## src/rtl/ram_arb.sv

```systemverilog
// ram_arb: two-master arbiter and byte-lane controller for a 16 KiB,
// four-lane data RAM (word index = addr[13:2]) with one write port and one
// synchronous read port (data valid the cycle after ram_r_en).
//
// Ports
//   clk, rst                 clock; asynchronous active-low reset
//   mN_req/we/size/addr/wdata   master N request (N = 0 core LSU, 1 debug)
//   mN_gnt, mN_err           accepted this cycle; accepted but misaligned
//   mN_rvalid, mN_rdata      load data, right-aligned, zero-extended
//   ram_wen/w_addr/w_data    RAM write port (lane enables, replicated data)
//   ram_r_en/r_addr/r_data   RAM read port
//
// Arbitration: a lone requester always wins.  A load and a store to
// different words are co-granted on the two ports.  Otherwise the master
// that did not win the previous conflict (last) is granted.
module ram_arb #(
    parameter int AW = 32
) (
    input  logic          clk,
    input  logic          rst,
    input  logic          m0_req,
    input  logic          m0_we,
    input  logic [1:0]    m0_size,
    input  logic [AW-1:0] m0_addr,
    input  logic [31:0]   m0_wdata,
    input  logic          m1_req,
    input  logic          m1_we,
    input  logic [1:0]    m1_size,
    input  logic [AW-1:0] m1_addr,
    input  logic [31:0]   m1_wdata,
    output logic          m0_gnt,
    output logic          m0_err,
    output logic          m0_rvalid,
    output logic [31:0]   m0_rdata,
    output logic          m1_gnt,
    output logic          m1_err,
    output logic          m1_rvalid,
    output logic [31:0]   m1_rdata,
    output logic [3:0]    ram_wen,
    output logic [AW-1:0] ram_w_addr,
    output logic [31:0]   ram_w_data,
    output logic          ram_r_en,
    output logic [AW-1:0] ram_r_addr,
    input  logic [31:0]   ram_r_data
);

    function automatic logic misaligned(input logic [1:0] size, input logic [1:0] off);
        logic m;
        m = 1'b0;
        if (size == 2'd1)
            m = off[0];
        else if (size[1])
            m = (off != 2'b00);
        return m;
    endfunction

    function automatic logic [3:0] lane_mask(input logic [1:0] size);
        logic [3:0] m;
        case (size)
            2'd0:    m = 4'b0001;
            2'd1:    m = 4'b0011;
            default: m = 4'b1111;
        endcase
        return m;
    endfunction

    function automatic logic [31:0] replicate(input logic [1:0] size, input logic [31:0] d);
        logic [31:0] r;
        case (size)
            2'd0:    r = {4{d[7:0]}};
            2'd1:    r = {2{d[15:0]}};
            default: r = d;
        endcase
        return r;
    endfunction

    // last = 1 means master 1 won the most recent conflict, so master 0 is next.
    logic       last, last_nxt;
    logic       rd_pend, rd_owner;
    logic [1:0] rd_off, rd_size;

    logic mis0, mis1, co_grant, contend;
    logic wr0, wr1, rd0, rd1;
    logic [31:0] rd_shifted, rd_formed;

    always_comb begin
        mis0     = misaligned(m0_size, m0_addr[1:0]);
        mis1     = misaligned(m1_size, m1_addr[1:0]);
        contend  = m0_req & m1_req;
        co_grant = contend & (m0_we ^ m1_we) & (m0_addr[13:2] != m1_addr[13:2]);

        // rst gates grants so that nothing is accepted while reset is held.
        m0_gnt = rst & m0_req & (~m1_req | co_grant | last);
        m1_gnt = rst & m1_req & (~m0_req | co_grant | ~last);
        m0_err = m0_gnt & mis0;
        m1_err = m1_gnt & mis1;

        wr0 = m0_gnt & m0_we & ~mis0;
        wr1 = m1_gnt & m1_we & ~mis1;
        rd0 = m0_gnt & ~m0_we & ~mis0;
        rd1 = m1_gnt & ~m1_we & ~mis1;

        last_nxt = last;
        if (contend & ~co_grant & rst)
            last_nxt = m1_gnt;

        ram_wen    = 4'b0000;
        ram_w_addr = '0;
        ram_w_data = 32'h0;
        if (wr0) begin
            ram_wen    = lane_mask(m0_size) << m0_addr[1:0];
            ram_w_addr = m0_addr;
            ram_w_data = replicate(m0_size, m0_wdata);
        end else if (wr1) begin
            ram_wen    = lane_mask(m1_size) << m1_addr[1:0];
            ram_w_addr = m1_addr;
            ram_w_data = replicate(m1_size, m1_wdata);
        end

        ram_r_en   = rd0 | rd1;
        ram_r_addr = '0;
        if (rd0)
            ram_r_addr = m0_addr;
        else if (rd1)
            ram_r_addr = m1_addr;

        rd_shifted = ram_r_data >> {rd_off, 3'b000};
        case (rd_size)
            2'd0:    rd_formed = {24'h0, rd_shifted[7:0]};
            2'd1:    rd_formed = {16'h0, rd_shifted[15:0]};
            default: rd_formed = rd_shifted;
        endcase

        m0_rvalid = rd_pend & ~rd_owner;
        m1_rvalid = rd_pend & rd_owner;
        m0_rdata  = m0_rvalid ? rd_formed : 32'h0;
        m1_rdata  = m1_rvalid ? rd_formed : 32'h0;
    end

    always_ff @(posedge clk or negedge rst) begin
        if (!rst) begin
            last     <= 1'b1;
            rd_pend  <= 1'b0;
            rd_owner <= 1'b0;
            rd_off   <= 2'b00;
            rd_size  <= 2'b00;
        end else begin
            last    <= last_nxt;
            rd_pend <= rd0 | rd1;
            if (rd0) begin
                rd_owner <= 1'b0;
                rd_off   <= m0_addr[1:0];
                rd_size  <= m0_size;
            end else if (rd1) begin
                rd_owner <= 1'b1;
                rd_off   <= m1_addr[1:0];
                rd_size  <= m1_size;
            end
        end
    end

endmodule

```

## config.mk

```make
export PLATFORM = sky130hd
export DESIGN_NAME = ram_arb
export DESIGN_NICKNAME = d
export VERILOG_FILES = /design/src/rtl/ram_arb.sv
export SDC_FILE = /design/constraint.sdc
export NUM_CORES = 1
export LEC_CHECK = 0
export ABC_AREA = 1
export CORE_AREA = 4 4 131 133
export DETAILED_ROUTE_END_ITERATION = 8
export DIE_AREA = 0 0 135 137
export PLACE_DENSITY = 0.71
export REMOVE_ABC_BUFFERS = 1
export SYNTH_ARGS = -nofsm -noshare
export SYNTH_HDL_FRONTEND = slang
export SYNTH_SLANG_ARGS = --single-unit
export TNS_END_PERCENT = 5
```

## constraint.sdc

```tcl
create_clock -name clk -period 4.04 [get_ports clk]
set_input_delay 0.404 -clock clk [delete_from_list [all_inputs] [get_ports clk]]
set_output_delay 0.404 -clock clk [all_outputs]
set_load 0.02 [all_outputs]
```

Word level (Yosys, flattened, before mapping)
Cells that the tools add are included.
Storage, ports and cells
  ROM bits: 0
  logic and storage cells: 82
  bits in latches: 0
  register bits: 7
  memory bits (writable): 0
  memories: 0
Cells by class
  shift-type cells: 3
  div/mod/pow operators: 0
  magnitude comparators: 0
  equal/unequal tests: 4
  reduce and logical (&&, ||, !) cells: 6
  add/subtract/negate cells: 0
  bitwise operators: 36
  mux-type cells: 28
  multipliers: 0
Operators by type and width (number)
  $mux W32: 8
  $pmux W32 S2: 3
  $shr A32 B5 Y32: 1
  $and A1 B1 Y1: 21
  $mux W4: 5
  $pmux W4 S2: 2
  $ne A12 B12 Y1: 1
  $not A1 Y1: 9
  $mux W2: 4
  $shl A4 B2 Y4: 2
  $eq A2 B1 Y1 const B: 3
  $logic_not A2 Y1: 3
  $mux W1: 6
  $reduce_bool A2 Y1: 3
  $or A1 B1 Y1: 5
  $xor A1 B1 Y1: 1

Longest topological paths before layout
Gate-level depths: netlist of the first run.
  depth in word-level cells: 13
  depth in mapped cells: 15
  gate-level depth less buffers: 14

Worst setup path after synthesis of the first run
Ideal clock, no wire load.
  kind: input to output
  start: input m1_addr[7]
  end: output ram_w_addr[10]
  buffers on the path: 1
  required time: 3636 ps
  arrival time: 1670 ps
  stages: 11
  slack: 1966 ps
  path through: inv_1 > nand2_1 > nand2_1 > nand2_1 > nor2_1 > nand3_1 > nand2_1 > nand3_2 > nand4_1 > clkbuf_1 > o21ai_0
On the way
  word-level cells in the longest chain between the ends: 9
  elaborated cells on any way between the ends: 14
  those cells by class: eq/ne: 1; mux: 2; bitwise: 11
Ends and longest elaborated chain
  start: declaration: line 29  | input logic [AW-1:0] m1_addr,
  $ne A12 B12 Y1 (*): line 90  | co_grant = contend & (m0_we ^ m1_we) & (m0_addr[13:2] != m1_addr[13:2]);
  $and A1 B1 Y1 (*): line 90
  $or A1 B1 Y1 (2 in a row): line 94  | m1_gnt = rst & m1_req & (~m0_req | co_grant | ~last);
  $and A1 B1 Y1: line 94
  $and A1 B1 Y1 (2 in a row): line 99  | wr1 = m1_gnt & m1_we & ~mis1;
  $mux W32: line 114  | end else if (wr1) begin
  $mux W32 (*): line 110  | if (wr0) begin
  end: declaration: line 40  | output logic [AW-1:0] ram_w_addr,
Mark *: on every way between the ends. The rest lies on a longest branch, timed or not.

Worst setup path in the final report of the first run
  start: input m0_addr[10]
  end: output ram_w_data[18]
On the way
  word-level cells in the longest chain between the ends: 9
  elaborated cells on any way between the ends: 14
  those cells by class: eq/ne: 1; mux: 2; bitwise: 11
Ends and longest elaborated chain
  start: declaration: line 24  | input logic [AW-1:0] m0_addr,
  $ne A12 B12 Y1 (*): line 90
  $and A1 B1 Y1 (*): line 90
  $or A1 B1 Y1 (2 in a row): line 94
  $and A1 B1 Y1: line 94
  $and A1 B1 Y1 (2 in a row): line 99
  $mux W32: line 114
  $mux W32 (*): line 110
  end: declaration: line 41  | output logic [31:0] ram_w_data,
Marked as above.

==> results of run 1 <==
-- cell usage after synthesis (2+ instances only) --
cell type	instances	share of area, %
nand2_1	220	24
o22ai_1	8	1.4
nand4_1	5	0.90
o21ai_1	56	8.1
dfrtp_1	6	4.3
clkinv_1	2	0.22
a211oi_1	7	1.5
nand2_2	2	0.36
nand3_1	89	13
nor2_1	110	12
xnor2_1	4	1.0
o31ai_1	7	1.5
buf_1	2	0.22
buf_4	2	0.43
inv_2	6	0.65
o211ai_1	2	0.43
buf_2	20	2.9
o21ai_0	57	8.2
nand3_2	2	0.58
clkbuf_1	25	2.7
inv_1	75	8.1
a21oi_1	28	4.0
nor2_4	3	0.98
-- critical path, stage by stage --
cell and delay, ns:
clkdlybuf4s50_1 0.56, inv_1 0.06, nand2_1 0.06, nand2_1 0.05
nand2_1 0.06, nor2_1 0.04, nand3_1 0.08, nand2_1 0.11
nand2_2 0.16, nand2_1 0.10, inv_2 0.08, buf_4 0.41
nand3_1 0.14, o21ai_1 0.11, clkdlybuf4s50_1 0.65
-- per-layer routing --
layer	vias to the layer above	track usage, %	wire length, um
met5	-	0	0
met2	317	38.3	10300
met1	2624	23.3	7650
met4	0	6.83	567
met3	30	5.63	2130
li1	3046	-	-
-- layout make-up --
cell class              instances  area (um^2)
inverters                      83          312
flip-flops and latches          7          176
multi-input cells             607         2760
well taps                     216          270
repair buffers                358         3530
clock buffers                   4         78.8
fillers                      1705         8690
-- kinds of logic after synthesis --
group | count (synthesis) | share of synthesized area, %
XOR/XNOR | 4 | 1.01
buffers and inverters | 132 | 15.2
AND/OR/NAND/NOR | 435 | 52.6
AO/OA/AOI/OAI | 168 | 26.0
flip-flops | 7 | 5.09
-- flip-flops by register name (all words and copies together), names as in the netlist --
name and cells:
rd_size 2, rd_owner 1, rd_pend 1, last 1
rd_off 2
-- final timing paths --
| path | slack (ns) | endpoint |
|---|---|---|
| max reg2reg | 2.48 | rd_owner |
| max in group asynchronous | 3.33 | last |
| max | 0.53 | ram_w_data[18] |
| min | 0.50 | rd_size[0] |
| min reg2reg | 0.51 | last |
| min in group clk | 0.51 | last |
-- where the power goes --
group | switching (mW) | internal (mW) | leakage [nW]
clock network | 0.0356 | 0.131 | 0.0382
logic | 0.457 | 0.366 | 2.86
registers | 0.0332 | 0.0849 | 0.0848
==> flow_summary.toml, run 1 <==
[placement]
place.gp.congestion = 0.908
hpwlAfterDp_um = 16900
place_inst = 1271
dp_slack_ns = 0.495
place_area_um2 = 7060
port_buffers = 340

[sta]
finalHoldViolations = 0
fmax_mhz = 285
whs_ns = 0.499
relSlewSlack_pct = 24.6
worst_pin_slew_ns = 1.13
rsz0062_at_grt = "no"
fin_ws_ns = 0.530
clock_skew_ns = 0.000162
period_minus_slack_ns = 3.51
drv_slew = 0
finalSetupViolations = 0
fin_setup_tns_ns = 0
min_period_over_period_pct = 86.9

[drt]
ant_nets = 0
viasPerCell = 4.72
route.detailed.drc = 0
detail_route.iter0.violations = 291
wirelength_um = 20700
num_vias = 6017
drt_pass1_iterations = 5
wl_per_cell_um = 16.2

[clocking]
post-cts-setup-buffers = 0
htreeDepth = 1
clkSinkCount = 7
cts_buffers = 3
cts_tree = "yes"
cts.path.max_buffers = 2
postCtsHoldBufs = 0
post_cts_resized = 0
cts.clk_slew.worst_paths_ns = 0.03
root_buffer = "clkbuf_16"
insertion_delay_ns = 0.23

[floorplan]
rows = 46
die_area_um2 = 18500
io_pins = 341
fp.dieW_um = 135
core_um2 = 15800
die-height_um = 137
start_util_pct = 21.9

[critical_path]
cp.arrival_ns = 3.11
startpoint = "m0_addr[10]"
critical_path_class = "primary input to output port"
required_ns = 3.64
worst_r2r_startpoint = "last"
r2r_cells = 5
critPathCaptureType = "output port"
critPathMaxFanout = 41
start_kind = "primary input"

[finish]
instances_no_fill = 1275
final_nets = 1230
insertedDiodeCount = 0
area_growth_pct = 106
post-route-util_pct = 45.1
most-common-layout-cells = "clkdlybuf4s50_1, nand2_1, nor2_1, nand3_1, inv_1"
stdcell_area_um2 = 7130
drive_gt1_share_pct = 3.97
layout_commonest_cell = "clkdlybuf4s50_1"

[synth]
async_reset_ff_share_pct = 100
ys_seq_elements = 7
synth-seq-area-share_pct = 5.09
yosysUniqueCellTypes = 31
synth_warnings = 0
synth_area_um2 = 3460
synth_area_per_cell_um2 = 4.64
synth_cells = 746
synth_edf_count = 0
synthFlopType = "dfrtp_1"

[power]
p_per_area_nw_per_um2 = 155
leakage_nw = 2.98
vdd_drop_max_mv = 0.0897
total_power_mw = 1.11

[outcome]
status = "finished, final reports clean"

[global_route]
grt_first_pass_wirelength_um = 30800
grtUsageTotal_pct = 20.9
grt_pass1_vias = 5767
grt_max_degree = 42
antenna_found_initial = 0
grt_overflow_total = 0

[flow_run]
cap_violations = 0

[worst_hold_path]
holdCritPathClass = "primary input to asynchronous set/reset pin"
Power figures use the tool's default switching activity.
==> inputs of run 2 (changes only) <==
==> constraint.sdc (replaced) <==
create_clock -name clk -period 4.04 [get_ports clk]
set_input_delay 1.212 -clock clk [delete_from_list [all_inputs] [get_ports clk]]
set_output_delay 1.212 -clock clk [all_outputs]
set_load 0.02 [all_outputs]
==> run 2 against run 1 <==
Register-to-register slack improved by 0.11 ns. Critical path depth fell by 1. Largest power group unchanged. Final cell count rose by 9.7%. Largest cell class unchanged. First-iteration DRC count fell by 8.6%.
==> flow_summary.toml, run 2 (same netlist as run 1, synthesis figures left out) <==
[placement]
port_buffers = 340
hpwlAfterDp_um = 17800
place_inst = 1351
place.gp.congestion = 0.964

[clocking]
clkSinkCount = 7
cts.path.max_buffers = 2
cts_tree = "yes"
insertion_delay_ns = 0.23
postCtsHoldBufs = 0
htreeDepth = 1
cts_buffers = 3
cts.clk_slew.worst_paths_ns = 0.03
root_buffer = "clkbuf_16"

[power]
p_per_area_nw_per_um2 = 151
seqPwrFrac_pct = 8.5
p_clk_share_pct = 13.5
comb_power_share_pct = 78.1
switchingPower_mw = 0.573
vdd_drop_max_mv = 0.119
switching_share_pct = 46.1
power.internal_mw = 0.670
leakage_nw = 4.38

[drt]
route.detailed.drc = 0
detail_route.iter0.violations = 266
num_vias = 6690
wirelength_um = 22500
wl_per_cell_um = 16.1
ant_nets = 0
viasPerCell = 4.78
drt_pass1_iterations = 5

[critical_path]
r2r_cells = 9
critical_path_class = "primary input to output port"
required_ns = 2.83
start_kind = "primary input"
critPathMaxFanout = 6
cp.arrival_ns = 2.81
critPathCaptureType = "output port"

[finish]
most-common-layout-cells = "nand2_1, clkdlybuf4s50_1, buf_4, nor2_1, nand3_1"
biggestRegsByFlops = "rd_off (2), rd_size (2)"
drive_gt1_share_pct = 27.2
final_nets = 1352
instances_no_fill = 1399
area_growth_pct = 138
layout_commonest_cell = "nand2_1"
post-route-util_pct = 52.2
n_fill_cell = 1611

[floorplan]
io_pins = 341
core_um2 = 15800
fp.dieW_um = 135
rows = 46
die-height_um = 137
start_util_pct = 21.9
die_area_um2 = 18500

[global_route]
grt_pass1_vias = 6401
antenna_found_initial = 2
grt_max_degree = 40
grt_first_pass_wirelength_um = 33400
grt_overflow_total = 0
grtUsageTotal_pct = 22.6

[sta]
finalHoldViolations = 0
rsz0062_at_grt = "yes"
drv_slew = 0
worst_pin_slew_ns = 0.513
finalSetupViolations = 0
relSlewSlack_pct = 65.7
clock_skew_ns = 0.000344
min_period_over_period_pct = 99.7
period_minus_slack_ns = 4.03
fin_setup_tns_ns = 0
fmax_mhz = 248

[flow_run]
cap_violations = 0

[worst_hold_path]
holdCritPathClass = "register to register"
min_path_cells = 2

[outcome]
status = "finished, final reports clean"
run 2: critical path, stage by stage:
cell	delay, ns
clkdlybuf4s15_1	0.22
xnor2_1	0.16
nand2_1	0.08
nor2_2	0.12
nand3_2	0.10
nand2_4	0.10
nand2_4	0.08
nand2_4	0.11
inv_8	0.05
buf_12	0.12
clkbuf_16	0.16
nand3_1	0.07
o21ai_1	0.06
buf_2	0.16
run 2: final timing paths:
check                                start              to  slack [ns]
worst max register to register        last       rd_off[1]        2.59
max in group asynchronous              rst            last        2.49
min in group asynchronous              rst        rd_owner        1.35
worst min register to register        last            last        0.52
worst min-delay path                  last            last        0.52
worst max-delay path            m0_addr[5]  ram_w_data[22]        0.01
run 2: area by class of cell:
type | count | area, um^2 | share of cell area [%]
inverter | 83 | 327 | 3.96
sequential | 7 | 176 | 2.14
timing repair buffer | 480 | 4430 | 53.6
tap | 216 | 270 | 3.27
multi-input combinational | 607 | 2970 | 36.0
clock buffer | 4 | 78.8 | 0.955
antenna | 2 | 5.00 | 0.0606
run 2: repair_timing:
item / CTS / global route
pin swaps: 21 / 26
buffers inserted: 31 / 5
resized for setup: 590 / 87
endpoints found under the setup margin: 115 / 121
gates cloned: 4 / 3
run 2: per-layer routing:
metal | GRT usage, % | share of wire [%] | up-vias
li1 | - | - | 3305
met1 | 24.9 | 36 | 2988
met2 | 41.9 | 51 | 341
met3 | 5.18 | 9.1 | 56
met4 | 9.01 | 3.8 | 0
met5 | 0 | 0 | -
run 2: through the flow:
step	instance area [um^2]	setup WS, ns	total power, mW	hold WS (ns)
after floorplan	3250	-0.899	0.502	0.481
after global placement	7820	-0.853	1.03	0.494
after detailed placement	7820	-0.832	1.04	0.507
after CTS	8050	-0.0725	1.22	0.516
after global routing	8250	-0.0546	1.34	0.563
final	8250	0.0139	1.24	0.518
run 2: power by group through the flow:
stage	clock network [mW]	logic (mW)	registers, mW
after floorplan	0	0.387	0.115
after global placement	0	0.925	0.105
after detailed placement	0	0.930	0.105
after CTS	0.171	0.949	0.105
after global routing	0.179	1.06	0.109
final	0.167	0.971	0.105
